### src/rtl/cmd_cfg_param.sv
// Host command processor for the logic-analyzer core: decodes 16-bit UART commands,
// holds the trigger/config register file and sequences capture-RAM dumps.
module cmd_cfg_param #(
  parameter int ENTRIES = 384,
  parameter int LOG2    = 9,
  parameter int NUM_CH  = 5
) (
  input  logic                  clk,
  input  logic                  rst_n,
  input  logic [15:0]           i_cmd,
  input  logic                  i_cmd_rdy,
  input  logic                  i_resp_sent,
  input  logic                  i_set_capture_done,
  input  logic [NUM_CH*8-1:0]   i_rdata,
  input  logic [LOG2-1:0]       i_ram_addr,
  output logic [LOG2-1:0]       o_rd_addr,
  output logic [5:0]            o_trig_cfg,
  output logic [NUM_CH*5-1:0]   o_ch_trig_cfg,
  output logic [3:0]            o_decimator,
  output logic [7:0]            o_vih,
  output logic [7:0]            o_vil,
  output logic [15:0]           o_match,
  output logic [15:0]           o_mask,
  output logic [15:0]           o_baud_cnt,
  output logic [LOG2-1:0]       o_trig_pos,
  output logic [7:0]            o_resp,
  output logic                  o_send_resp,
  output logic                  o_clr_cmd_rdy
);

  typedef enum logic [2:0] {
    S_IDLE      = 3'd0,
    S_RESP_WAIT = 3'd1,
    S_DMP_RD    = 3'd2,
    S_DMP_LOAD  = 3'd3,
    S_DMP_WAIT  = 3'd4
  } state_t;

  localparam logic [LOG2-1:0] LAST_ADDR = LOG2'(ENTRIES - 1);

  function automatic logic [LOG2-1:0] addr_inc(input logic [LOG2-1:0] a);
    addr_inc = (a == LAST_ADDR) ? {LOG2{1'b0}} : a + 1'b1;
  endfunction

  state_t                r_state, w_state_nxt;
  logic [5:0]            r_trig_cfg, w_trig_cfg_nxt;
  logic [NUM_CH*5-1:0]   r_ch_trig_cfg, w_ch_trig_cfg_nxt;
  logic [3:0]            r_decimator, w_decimator_nxt;
  logic [7:0]            r_vih, w_vih_nxt, r_vil, w_vil_nxt;
  logic [15:0]           r_match, w_match_nxt, r_mask, w_mask_nxt, r_baud_cnt, w_baud_cnt_nxt;
  logic [LOG2-1:0]       r_trig_pos, w_trig_pos_nxt;
  logic [7:0]            r_resp, w_resp_nxt;
  logic [LOG2-1:0]       r_rd_addr, w_rd_addr_nxt;
  logic [LOG2-1:0]       r_cnt, w_cnt_nxt;
  logic [2:0]            r_dmp_ch, w_dmp_ch_nxt;
  logic                  r_send_resp, w_send_resp_nxt;
  logic                  r_clr_cmd_rdy, w_clr_cmd_rdy_nxt;

  logic [1:0]  w_op;
  logic [5:0]  w_addr;
  logic [2:0]  w_ch;
  logic [7:0]  w_wdata;
  logic [15:0] w_tp16;
  logic [7:0]  w_rd_data;
  logic        w_mapped;
  logic        w_dmp_ok;
  logic        w_do_wr;
  logic [5:0]  w_wr_sel;
  logic [7:0]  w_sel_byte;

  assign w_op     = i_cmd[15:14];
  assign w_addr   = i_cmd[13:8];
  assign w_ch     = i_cmd[10:8];
  assign w_wdata  = i_cmd[7:0];
  assign w_tp16   = 16'(r_trig_pos);
  assign w_dmp_ok = r_trig_cfg[5] & (w_ch != 3'd0) & ({1'b0, w_ch} <= 4'(NUM_CH));

  // Register read mux; reads are zero-extended to a byte
  always_comb begin
    w_rd_data = 8'h00;
    w_mapped  = 1'b1;
    case (w_addr)
      6'h00: w_rd_data = {2'b00, r_trig_cfg};
      6'h10: w_rd_data = {4'h0, r_decimator};
      6'h11: w_rd_data = r_vih;
      6'h12: w_rd_data = r_vil;
      6'h13: w_rd_data = r_match[15:8];
      6'h14: w_rd_data = r_match[7:0];
      6'h15: w_rd_data = r_mask[15:8];
      6'h16: w_rd_data = r_mask[7:0];
      6'h17: w_rd_data = r_baud_cnt[15:8];
      6'h18: w_rd_data = r_baud_cnt[7:0];
      6'h19: w_rd_data = w_tp16[15:8];
      6'h1A: w_rd_data = w_tp16[7:0];
      default: begin
        w_mapped = 1'b0;
        for (int n = 0; n < NUM_CH; n++) begin
          w_rd_data = w_rd_data | ((w_addr == 6'(n + 1)) ? {3'b000, r_ch_trig_cfg[n*5 +: 5]} : 8'h00);
          w_mapped  = w_mapped | (w_addr == 6'(n + 1));
        end
      end
    endcase
  end

  // Channel byte selection for the dump in progress
  always_comb begin
    w_sel_byte = 8'h00;
    for (int n = 0; n < NUM_CH; n++) begin
      w_sel_byte = w_sel_byte | ((r_dmp_ch == 3'(n + 1)) ? i_rdata[n*8 +: 8] : 8'h00);
    end
  end

  // FSM next-state and response/dump-address sequencing
  always_comb begin
    w_state_nxt       = r_state;
    w_resp_nxt        = r_resp;
    w_send_resp_nxt   = 1'b0;
    w_clr_cmd_rdy_nxt = 1'b0;
    w_rd_addr_nxt     = r_rd_addr;
    w_cnt_nxt         = r_cnt;
    w_dmp_ch_nxt      = r_dmp_ch;
    w_do_wr           = 1'b0;
    case (r_state)
      S_IDLE: begin
        if (i_cmd_rdy) begin
          w_send_resp_nxt = 1'b1;
          w_state_nxt     = S_RESP_WAIT;
          case (w_op)
            2'b00: w_resp_nxt = w_mapped ? w_rd_data : 8'hEE;
            2'b01: begin
              w_resp_nxt = w_mapped ? 8'hA5 : 8'hEE;
              w_do_wr    = w_mapped;
            end
            2'b10: begin
              if (w_dmp_ok) begin
                w_send_resp_nxt = 1'b0;
                w_state_nxt     = S_DMP_RD;
                w_rd_addr_nxt   = addr_inc(i_ram_addr);
                w_cnt_nxt       = {LOG2{1'b0}};
                w_dmp_ch_nxt    = w_ch;
              end else begin
                w_resp_nxt = 8'hEE;
              end
            end
            default: w_resp_nxt = 8'hEE;
          endcase
        end else begin
          w_state_nxt = S_IDLE;
        end
      end
      S_RESP_WAIT: begin
        if (i_resp_sent) begin
          w_clr_cmd_rdy_nxt = 1'b1;
          w_state_nxt       = S_IDLE;
        end else begin
          w_state_nxt = S_RESP_WAIT;
        end
      end
      S_DMP_RD: w_state_nxt = S_DMP_LOAD;
      S_DMP_LOAD: begin
        w_resp_nxt      = w_sel_byte;
        w_send_resp_nxt = 1'b1;
        w_state_nxt     = S_DMP_WAIT;
      end
      S_DMP_WAIT: begin
        if (i_resp_sent && (r_cnt == LAST_ADDR)) begin
          w_clr_cmd_rdy_nxt = 1'b1;
          w_state_nxt       = S_IDLE;
        end else if (i_resp_sent) begin
          w_cnt_nxt     = r_cnt + 1'b1;
          w_rd_addr_nxt = addr_inc(r_rd_addr);
          w_state_nxt   = S_DMP_RD;
        end else begin
          w_state_nxt = S_DMP_WAIT;
        end
      end
      default: w_state_nxt = S_IDLE;
    endcase
  end

  // Register file update; 0x3F is unmapped so it selects no field when no write commits
  assign w_wr_sel = w_do_wr ? w_addr : 6'h3F;

  always_comb begin
    w_trig_cfg_nxt    = r_trig_cfg | {i_set_capture_done, 5'b00000};
    w_ch_trig_cfg_nxt = r_ch_trig_cfg;
    w_decimator_nxt   = r_decimator;
    w_vih_nxt         = r_vih;
    w_vil_nxt         = r_vil;
    w_match_nxt       = r_match;
    w_mask_nxt        = r_mask;
    w_baud_cnt_nxt    = r_baud_cnt;
    w_trig_pos_nxt    = r_trig_pos;
    case (w_wr_sel)
      6'h00: w_trig_cfg_nxt  = w_wdata[5:0];
      6'h10: w_decimator_nxt = w_wdata[3:0];
      6'h11: w_vih_nxt       = w_wdata;
      6'h12: w_vil_nxt       = w_wdata;
      6'h13: w_match_nxt     = {w_wdata, r_match[7:0]};
      6'h14: w_match_nxt     = {r_match[15:8], w_wdata};
      6'h15: w_mask_nxt      = {w_wdata, r_mask[7:0]};
      6'h16: w_mask_nxt      = {r_mask[15:8], w_wdata};
      6'h17: w_baud_cnt_nxt  = {w_wdata, r_baud_cnt[7:0]};
      6'h18: w_baud_cnt_nxt  = {r_baud_cnt[15:8], w_wdata};
      6'h19: w_trig_pos_nxt  = LOG2'({w_wdata, w_tp16[7:0]});
      6'h1A: w_trig_pos_nxt  = LOG2'({w_tp16[15:8], w_wdata});
      default: begin
        for (int n = 0; n < NUM_CH; n++) begin
          w_ch_trig_cfg_nxt[n*5 +: 5] = (w_wr_sel == 6'(n + 1)) ? w_wdata[4:0] : r_ch_trig_cfg[n*5 +: 5];
        end
      end
    endcase
  end

  // FSM state register
  always_ff @(posedge clk or negedge rst_n) begin
    if (!rst_n) begin
      r_state <= S_IDLE;
    end else begin
      r_state <= w_state_nxt;
    end
  end

  // Datapath and configuration registers
  always_ff @(posedge clk or negedge rst_n) begin
    if (!rst_n) begin
      r_trig_cfg    <= 6'h03;
      r_ch_trig_cfg <= {NUM_CH{5'h01}};
      r_decimator   <= 4'h0;
      r_vih         <= 8'hAA;
      r_vil         <= 8'h55;
      r_match       <= 16'h0000;
      r_mask        <= 16'h0000;
      r_baud_cnt    <= 16'h06C8;
      r_trig_pos    <= LOG2'(1);
      r_resp        <= 8'h00;
      r_rd_addr     <= {LOG2{1'b0}};
      r_cnt         <= {LOG2{1'b0}};
      r_dmp_ch      <= 3'd0;
      r_send_resp   <= 1'b0;
      r_clr_cmd_rdy <= 1'b0;
    end else begin
      r_trig_cfg    <= w_trig_cfg_nxt;
      r_ch_trig_cfg <= w_ch_trig_cfg_nxt;
      r_decimator   <= w_decimator_nxt;
      r_vih         <= w_vih_nxt;
      r_vil         <= w_vil_nxt;
      r_match       <= w_match_nxt;
      r_mask        <= w_mask_nxt;
      r_baud_cnt    <= w_baud_cnt_nxt;
      r_trig_pos    <= w_trig_pos_nxt;
      r_resp        <= w_resp_nxt;
      r_rd_addr     <= w_rd_addr_nxt;
      r_cnt         <= w_cnt_nxt;
      r_dmp_ch      <= w_dmp_ch_nxt;
      r_send_resp   <= w_send_resp_nxt;
      r_clr_cmd_rdy <= w_clr_cmd_rdy_nxt;
    end
  end

  assign o_rd_addr     = r_rd_addr;
  assign o_trig_cfg    = r_trig_cfg;
  assign o_ch_trig_cfg = r_ch_trig_cfg;
  assign o_decimator   = r_decimator;
  assign o_vih         = r_vih;
  assign o_vil         = r_vil;
  assign o_match       = r_match;
  assign o_mask        = r_mask;
  assign o_baud_cnt    = r_baud_cnt;
  assign o_trig_pos    = r_trig_pos;
  assign o_resp        = r_resp;
  assign o_send_resp   = r_send_resp;
  assign o_clr_cmd_rdy = r_clr_cmd_rdy;

endmodule

### config.mk
export PLATFORM = sky130hd
export DESIGN_NAME = cmd_cfg_param
export DESIGN_NICKNAME = d
export VERILOG_FILES = /design/src/rtl/cmd_cfg_param.sv
export SDC_FILE = /design/constraint.sdc
export NUM_CORES = 1
export LEC_CHECK = 0
export ABC_CLOCK_PERIOD_IN_PS = 1890
export CORE_ASPECT_RATIO = 0.9
export CORE_MARGIN = 5
export CORE_UTILIZATION = 44
export CTS_CLUSTER_DIAMETER = 50
export DETAILED_ROUTE_END_ITERATION = 16
export HOLD_SLACK_MARGIN = 0.1
export PLACE_DENSITY = 0.86
export SLEW_MARGIN = 10
export SYNTH_ARGS = -nofsm -noshare
export SYNTH_HDL_FRONTEND = slang
export SYNTH_SLANG_ARGS = --single-unit
### constraint.sdc
create_clock -name clk -period 1.89 [get_ports clk]
set_input_delay 0.378 -clock clk [delete_from_list [all_inputs] [get_ports clk]]
set_output_delay 0.378 -clock clk [all_outputs]
set_load 0.02 [all_outputs]
==> results_dict.tcl <==
set metrics [dict create \
    outcome "finished with violations" \
    violations "negative setup slack" \
    hold_class "in -> async" \
    p_per_area_nw_per_um2 862 \
    syn_area_um2 7260 \
    fin_crit_sh_pct 110 \
    yosysSeqAreaShare_pct 49.3 \
    cp_max_fo 5 \
    relSlewSlack_pct 61.0 \
    yosys_register_bits 142 \
    numCtsBuffers 17 \
    grt.total_usage_pct 29.7 \
    hold_viol 0 \
    final_nets 1030 \
    final_cell_area_um2 12000 \
    drive_above_1_share_pct 41.1 \
    tritoncts "done" \
    drv_slew 0 \
    wl_met1_mm 12.0 \
    cts.reportedPaths.clkPinSlew_ns 0.06 \
    synth-edff-count 0 \
    arrival_ns 2.40 \
    numPortBuffers 196 \
    maxCapViolCount 0 \
    vdd_drop_max_mv 0.703 \
    htree_levels 4 \
    yosys.area.top_type "dfrtp_1" \
    synth_simple_gate_area_share_pct 12.9 \
    place_worst_setup_slack_ns -0.934 \
    drt-initial-drc-count 1066 \
    setup_slack_ns -0.192 \
    final-setup-viol-count 124 \
    fp.dieH_um 132 \
    route.detailed.drc 0 \
    fin_skew_ns 0.0118 \
    syn_inst 626 \
    io_pins 197 \
    synth_compound_area_share_pct 13.8 \
    cts_num_sinks 142 \
    start_util_pct 44.9 \
    critPathRequiredTime_ns 2.21 \
    routed_wl_mm 31.3 \
    synthXorXnorAreaFrac_pct 1.33 \
    wl_met2_mm 14.6 \
    async_flop_share_pct 100 \
    worst_pin_slew_ns 0.585 \
    synth_top_area_share_pct 41.7 \
    coreArea_um2 16200 \
    rows 44 \
    combPwrFrac_pct 32.5 \
    fmaxAchievable_ghz 0.480 \
    dr.pass1.iters 7 \
    synth_top_family_by_area "multiplexers" \
    internal-power_w 0.00684 \
    grt_overflow 0 \
    vias 7430 \
    postRouteAntennaNets 0 \
    gp_congestion 0.961 \
    clock-root-buffer "clkbuf_16" \
    rsz0062_at_grt "yes" \
    p_leak_nw 5.61 \
    end_kind "flip-flop" \
    ys_types 68 \
    critPathKind "in -> reg" \
    grt_pass1_wl_mm 44.8 \
    synth_warnings 0 \
    synth_fa_ha_area_share_pct 0.517 \
    dieArea_um2 19200 \
    synthTopCellsByArea "dfrtp_1, mux2_2, dfstp_2" \
    wl_per_cell_um 26.5 \
    place_area_um2 10700 \
    fillers 983 \
    seqPwrFrac_pct 35.9 \
    grt_max_degree 53 \
    fin_crit_ns 2.08 \
    switching_share_pct 33.7 \
    synth_mux_area_share_pct 19.7 \
    crit_path_start_kind "primary input" \
    synth_top_flop_cell "dfrtp_1" \
    finalSetupTns_ns -9.88 \
    clkLatencyLatePin_ns 0.44 \
    topRoutingLayerUsed "met4" \
    via_per_inst 6.31 \
    met3WireLength_mm 3.28 \
    hold_ws_ns 0.488 \
    power_frac_clock_pct 31.6 \
    grt_pass1_vias 7577 \
    syn_avg_cell_area_um2 11.6 \
    hpwl_mm 20.0 \
    syn_to_final_growth_pct 64.8 \
    final_common_cell "clkdlybuf4s50_1" \
    fp.dieW_um 145 \
    switchingPower_w 0.00348 \
    cts_buffer_depth 2 \
    mostFrequentLayoutCells "clkdlybuf4s50_1, buf_4, dfrtp_1, mux2_4, mux2_2" \
    synth.net_count 699 \
    grt_antenna_before_repair 1 \
]
what timing repair did:
| action | CTS | global route |
|---|---|---|
| buffers inserted | 6 | 10 |
| gates resized for setup | 123 | 78 |
| endpoints found under the hold margin | 40 | 0 |
| hold buffers | 1 | 0 |
| pin swaps | 17 | 14 |
| gates cloned | 0 | 2 |
| endpoints found under the setup margin | 165 | 152 |
cell families after synthesis:
family,Yosys count
compound gates,140
xor+xnor,11
fa+ha+maj,3
buf+inv,43
flops,142
mux,127
simple gates,160
synth_stat cells (all sizes together), types with 4 or more instances:
master  count
dfstp      21
o221ai      8
nand4       7
xor2        5
nand3      16
a22oi      31
inv         6
a32oi       5
nor2       33
a211oi      4
mux2      116
buf        14
dfrtp     121
a21oi      26
a22o        8
nand2b      8
and3        6
nor3b       4
a221oi      8
o21ai      17
mux2i      10
or3         4
a31oi       4
clkbuf     22
xnor2       6
and2        4
o22ai       4
nor2b      16
nor3       17
nand2      31
metrics by stage:
step | utilization (%) | std cells | power (W)
6_report | 74.0 | 1178 | 0.0103
5_1_grt | 74.0 | 1178 | 0.0107
4_1_cts | 71.4 | 1166 | 0.00983
3_5_place_dp | 66.1 | 1127 | 0.00655
3_3_place_gp | 66.1 | 1127 | 0.00645
2_1_floorplan | - | 626 | 0.00512
state kept, by name (all words and copies together) (netlist names), 6 cells and up:
register,cells
o_baud_cnt,16
o_ch_trig_cfg,25
o_mask,16
o_match,16
o_rd_addr,9
o_resp,8
o_trig_cfg,6
o_trig_pos,9
o_vih,8
o_vil,8
r_cnt,9
power groups by stage:
| stage | clock network, W | logic, W | registers [W] |
|---|---|---|---|
| 2_1_floorplan | 0 | 0.00126 | 0.00386 |
| 3_3_place_gp | 0 | 0.00277 | 0.00369 |
| 3_5_place_dp | 0 | 0.00285 | 0.00370 |
| 4_1_cts | 0.00324 | 0.00293 | 0.00366 |
| 5_1_grt | 0.00339 | 0.00354 | 0.00374 |
| 6_report | 0.00326 | 0.00335 | 0.00371 |
critical path, cell delays in order:
cell and delay [ns]:
clkdlybuf4s15_1 0.26, a21bo_1 0.29, a221oi_4 0.33, nand3_4 0.15
buf_6 0.16, nor3b_4 0.20, buf_4 0.15, buf_6 0.10
nand2_8 0.07, mux2_4 0.30
path summary, 6_finish.rpt:
path | start | endpoint | slack, ns | cells past startpoint
worst max-delay path | i_cmd[9] | o_ch_trig_cfg[9] | -0.19 | 10
worst min-delay path | rst_n | o_match[13] | 0.49 | 2
worst max register to register | r_state[1] | o_ch_trig_cfg[9] | -0.18 | 9
worst min register to register | o_resp[6] | o_resp[6] | 0.50 | 2
max in group asynchronous | rst_n | o_vil[4] | 0.76 | 3
min in group clk | o_resp[6] | o_resp[6] | 0.50 | 2
layer usage:
metal,global-route usage (%),up-vias
met3,9.69,139
met1,37.4,3654
met5,0,-
met4,13.3,0
li1,-,3043
met2,46.8,594
final cells by class:
cell class                 instances  area (µm²)  area share, %
timing repair buffer             347        3280           27.4
multi-input combinational        442        4250           35.5
tap                              207         259           2.16
inverter                           7        26.3          0.219
antenna                            1        2.50         0.0209
sequential                       142        3580           29.9
clock buffer                      20         457           3.81
clock inverter                    12         109          0.909
No activity file was read; power rests on OpenSTA's default activity.
